===== src/rtl/nibble_serial_addsub_ctrl.sv =====
// nibble_serial_addsub_ctrl
// Word-wide signed add/subtract sequenced through one 4-bit add/sub slice,
// one nibble per clock, LSB first, with the carry chained between nibbles.
// Handshake: start (taken in IDLE or DONE), busy while running, done pulse.
// Optional build macro: ADDSUB_SATURATE_EN clamps the result on signed
// overflow (default build: result wraps modulo 2^W).
//
// state | meaning
// IDLE  | waiting for start, outputs hold last completion
// RUN   | one nibble per clock through the slice
// DONE  | one-cycle done pulse, start accepted back-to-back

module nibble_serial_addsub_ctrl #(
    parameter  int NIBBLES = 4,
    localparam int W       = 4 * NIBBLES
) (
    input  logic         clk,
    input  logic         rst_n,
    input  logic         start,
    input  logic         operator,
    input  logic [W-1:0] a,
    input  logic [W-1:0] b,
    output logic         busy,
    output logic         done,
    output logic [W-1:0] result,
    output logic         carry_out,
    output logic         overflow,
    output logic         zero
);

    localparam int IW = $clog2(NIBBLES);
    localparam logic [IW-1:0] LAST_IDX = IW'(NIBBLES - 1);

    typedef enum logic [1:0] {IDLE, RUN, DONE} state_t;

    state_t         state_q, state_d;
    logic [IW-1:0]  idx_q, idx_d;
    logic           carry_q, carry_d;
    logic           op_q, op_d;
    logic [W-1:0]   a_q, a_d;
    logic [W-1:0]   b_q, b_d;
    logic [W-1:0]   result_q, result_d;
    logic           carry_out_q, carry_out_d;
    logic           overflow_q, overflow_d;
    logic           zero_q, zero_d;

    logic [3:0]     a_nib;
    logic [3:0]     b_nib;
    logic [3:0]     low_sum;
    logic [4:0]     slice_sum;
    logic           slice_ovf;

    // 4-bit add/sub slice on the current nibble: a + (b ^ op) + carry.
    always_comb begin
        a_nib     = a_q[{idx_q, 2'b00} +: 4];
        b_nib     = b_q[{idx_q, 2'b00} +: 4] ^ {4{op_q}};
        low_sum   = {1'b0, a_nib[2:0]} + {1'b0, b_nib[2:0]} + {3'b000, carry_q};
        slice_sum = {1'b0, a_nib} + {1'b0, b_nib} + {4'b0000, carry_q};
        // carry into bit 3 xor carry out of bit 3; only used on the top nibble
        slice_ovf = low_sum[3] ^ slice_sum[4];
    end

    // Next-state and datapath updates for the sequencer.
    always_comb begin
        state_d     = state_q;
        idx_d       = idx_q;
        carry_d     = carry_q;
        op_d        = op_q;
        a_d         = a_q;
        b_d         = b_q;
        result_d    = result_q;
        carry_out_d = carry_out_q;
        overflow_d  = overflow_q;
        zero_d      = zero_q;

        case (state_q)
            IDLE, DONE: begin
                if (start) begin
                    a_d     = a;
                    b_d     = b;
                    op_d    = operator;
                    carry_d = operator;
                    idx_d   = '0;
                    state_d = RUN;
                end else begin
                    state_d = IDLE;
                end
            end
            RUN: begin
                result_d[{idx_q, 2'b00} +: 4] = slice_sum[3:0];
                carry_d = slice_sum[4];
                idx_d   = idx_q + 1'b1;
                if (idx_q == LAST_IDX) begin
                    carry_out_d = slice_sum[4];
                    overflow_d  = slice_ovf;
                    // flags come from the wrapped result, before any clamp
                    zero_d      = (result_d == '0);
`ifdef ADDSUB_SATURATE_EN
                    if (slice_ovf) begin
                        // on overflow both effective signs equal a's sign
                        result_d = a_q[W-1] ? {1'b1, {(W-1){1'b0}}}
                                            : {1'b0, {(W-1){1'b1}}};
                    end
`endif
                    idx_d   = '0;
                    state_d = DONE;
                end
            end
            default: state_d = IDLE;
        endcase
    end

    // State and datapath registers with synchronous active-low reset.
    always_ff @(posedge clk) begin
        if (!rst_n) begin
            state_q     <= IDLE;
            idx_q       <= '0;
            carry_q     <= 1'b0;
            op_q        <= 1'b0;
            a_q         <= '0;
            b_q         <= '0;
            result_q    <= '0;
            carry_out_q <= 1'b0;
            overflow_q  <= 1'b0;
            zero_q      <= 1'b0;
        end else begin
            state_q     <= state_d;
            idx_q       <= idx_d;
            carry_q     <= carry_d;
            op_q        <= op_d;
            a_q         <= a_d;
            b_q         <= b_d;
            result_q    <= result_d;
            carry_out_q <= carry_out_d;
            overflow_q  <= overflow_d;
            zero_q      <= zero_d;
        end
    end

    assign busy      = (state_q == RUN);
    assign done      = (state_q == DONE);
    assign result    = result_q;
    assign carry_out = carry_out_q;
    assign overflow  = overflow_q;
    assign zero      = zero_q;

endmodule


===== config.mk =====
export PLATFORM = sky130hd
export DESIGN_NAME = nibble_serial_addsub_ctrl
export DESIGN_NICKNAME = d
export VERILOG_FILES = /design/src/rtl/nibble_serial_addsub_ctrl.sv
export SDC_FILE = /design/constraint.sdc
export NUM_CORES = 1
export LEC_CHECK = 0
export BUFFER_PORTS_ARGS = -buffer_cell sky130_fd_sc_hd__buf_2
export CORE_MARGIN = 3
export CORE_UTILIZATION = 54
export DETAILED_ROUTE_END_ITERATION = 16
export HOLD_SLACK_MARGIN = 0.06
export PLACE_DENSITY = 0.79
export SLEW_MARGIN = 20
export SYNTH_ARGS = -nofsm -noshare
export SYNTH_HDL_FRONTEND = slang
export SYNTH_SLANG_ARGS = --single-unit

===== constraint.sdc =====
create_clock -name clk -period 4 [get_ports clk]
set_input_delay 0.4 -clock clk [delete_from_list [all_inputs] [get_ports clk]]
set_output_delay 0.4 -clock clk [all_outputs]
set_load 0.02 [all_outputs]

==> flow_summary.toml <==
[outcome]
run_status = "finished, final reports clean"

[global_route]
grt_pass1_vias = 2201
grtUsageTotal = 0.221
grt_max_degree = 34
overflow = 0
antenna_found_initial = 0
grt_pass1_wl_mm = 10.3

[detailed_routing]
drc = 0
ant_nets = 0
avgViaCountPerCell = 5.43
wl_per_cell_um = 14.4
dr.pass1.iters = 4
dr_total_vias = 2329
dr.first_iter.drc_count = 207
routed_wl_mm = 6.17

[logic_synthesis]
ys_types = 48
synth_top_area_frac = 0.425
synth_seq_cells = 57
synthTopCellsByCount = "nand2_1 (71), dfxtp_1 (57), a21oi_1 (35)"
synth_area_leaders = "dfxtp_1 (42%), nand2_1 (9.9%), mux4_2 (6.7%), a21oi_1 (6.5%), ha_1 (4.2%)"
yosys.area.top_type = "dfxtp_1"
async_flop_share = 0
synth_nets = 352
synth_ff_type = "dfxtp_1"
yosysMostFrequentCell = "nand2_1"
netlist_instances = 305
ys_seq_area_frac = 0.425
syn_area_per_cell_um2 = 8.81
netlist_area_um2 = 2690
ys_warn_count = 0
synth-edff-count = 0

[floorplanning]
num_rows = 25
dieArea_um2 = 5860
ioPinCount = 57
coreArea_um2 = 4750
initial_core_util = 0.565
fp.dieH_um = 76.5
fp.dieW_um = 76.5

[worst_setup_path]
startpoint_type = "register"
worstPathArrival_ps = 3080
cp.required_ps = 4250
crit_type = "register to register"
cp_max_fo = 19
endpoint_kind = "register"

[finish]
diodes = 0
final_nets = 404
drive_above_1_share = 0.246
final_area_um2 = 3190
area_delta_synth_final_pct = 18.9
utilization = 0.672

[sta]
worst_pin_slew_ps = 663
relSlewSlack = 0.555
timing.fmax_mhz = 353
worst_slack_ps = 1160
drv_slew = 0
rsz0062_at_grt = "false"
setup_viol = 0
min_period_ps = 2840
finalClockSkew_ps = 9.36
fin_crit_sh = 0.709
hold_violations = 0
fin_setup_tns_ps = 0

[placed_design]
port-buffer-count = 56
place_area_um2 = 2980
hpwlAfterDp_mm = 4.32
place_ws_ps = 1180
globalplace.congestion = 0.906

[clocking]
cts_resized = 0
path_clk_slew_ps = 70
post_cts_buffers = 0
cts.sinks = 57
clock-root-buffer = "clkbuf_8"
cts_tree = "built"
clock_latency_ps = 350
ctsLongestPathBuffers = 2
cts_buffers = 9
postCtsHoldBufs = 0
cts_max_level = 3

[hold_path]
hp-class = "input port to register"

[pwr]
power.leakage_uw = 0.00134
power.ir.vdd_worst_mv = 0.255
power_density_nw_per_um2 = 436

[flow_run]
maxCapViolCount = 0
through the flow:
step / power (uW) / instances / hold slack, ps
2_1_floorplan: 777 / 305 / 433
3_3_place_gp: 826 / 413 / 441
3_5_place_dp: 832 / 413 / 447
4_1_cts: 1390 / 429 / 280
5_1_grt: 1450 / 429 / 283
6_report: 1390 / 429 / 287
registers in the layout, indices dropped and copies added, names as in the netlist:
| signal | flops |
|---|---|
| a_q | 16 |
| b_q | 16 |
| result | 16 |
| idx_q | 2 |
| state_q | 2 |
| carry_out | 1 |
| carry_q | 1 |
| op_q | 1 |
| overflow | 1 |
| zero | 1 |
cells in the final DEF, fill, tap and decap left out, types with 4 or more instances in the layout:
cell type	Yosys	final
nor4_1	6	6
and2_1	4	4
ha_1	9	9
a22oi_1	5	5
clkbuf_8	0	12
nor2_1	23	23
nand2_1	71	71
mux4_2	8	8
a21oi_1	35	35
inv_1	7	7
dfxtp_1	57	57
a32oi_1	4	4
buf_4	0	4
buf_2	9	56
a2bb2oi_1	6	6
report_power, final:
| group | switching [uW] | internal, uW |
|---|---|---|
| Combinational | 121 | 92.6 |
| Clock | 234 | 337 |
| Sequential | 16.1 | 593 |
routing by layer:
metal,part of all wire,track usage,vias up
met5,0,0,-
met4,0.020,0.0906,0
met3,0.063,0.0721,13
met2,0.47,0.347,75
met1,0.45,0.281,1070
li1,-,-,1171
logic make-up after synthesis:
group,after synthesis,synth area share
XOR/XNOR,5,0.0163
flip-flops,57,0.425
buffers and inverters,27,0.0503
multiplexers,10,0.0750
AND/OR/NAND/NOR,128,0.222
adder cells (fa/ha/maj),11,0.0568
AO/OA/AOI/OAI,67,0.156
cell type report:
| type | instances | area [um2] |
|---|---|---|
| Fill cell | 414 | 1560 |
| Inverter | 8 | 30.0 |
| Timing Repair Buffer | 60 | 310 |
| Clock inverter | 4 | 50.0 |
| Clock buffer | 12 | 165 |
| Tap cell | 67 | 83.8 |
| Multi-Input combinational cell | 221 | 1410 |
| Sequential cell | 57 | 1140 |
critical path, stage by stage (launching register included):
cell     delay (ps)
dfxtp_1         360
buf_4           280
mux4_2          540
xor2_1          200
inv_1            90
fa_1            570
and2_1          220
o32ai_1         220
nor4_1           80
o22a_1          180
final timing paths:
kind / start / slack [ps] / cells past startpoint / to
hold / removal: b[15] / 290 / 3 / b_q[15]
setup reg to reg: idx_q[0] / 1160 / 9 / zero
hold reg to reg: a_q[5] / 460 / 2 / a_q[5]
setup / recovery: idx_q[0] / 1160 / 9 / zero
Note: power is estimated with default switching activity, not from simulation.
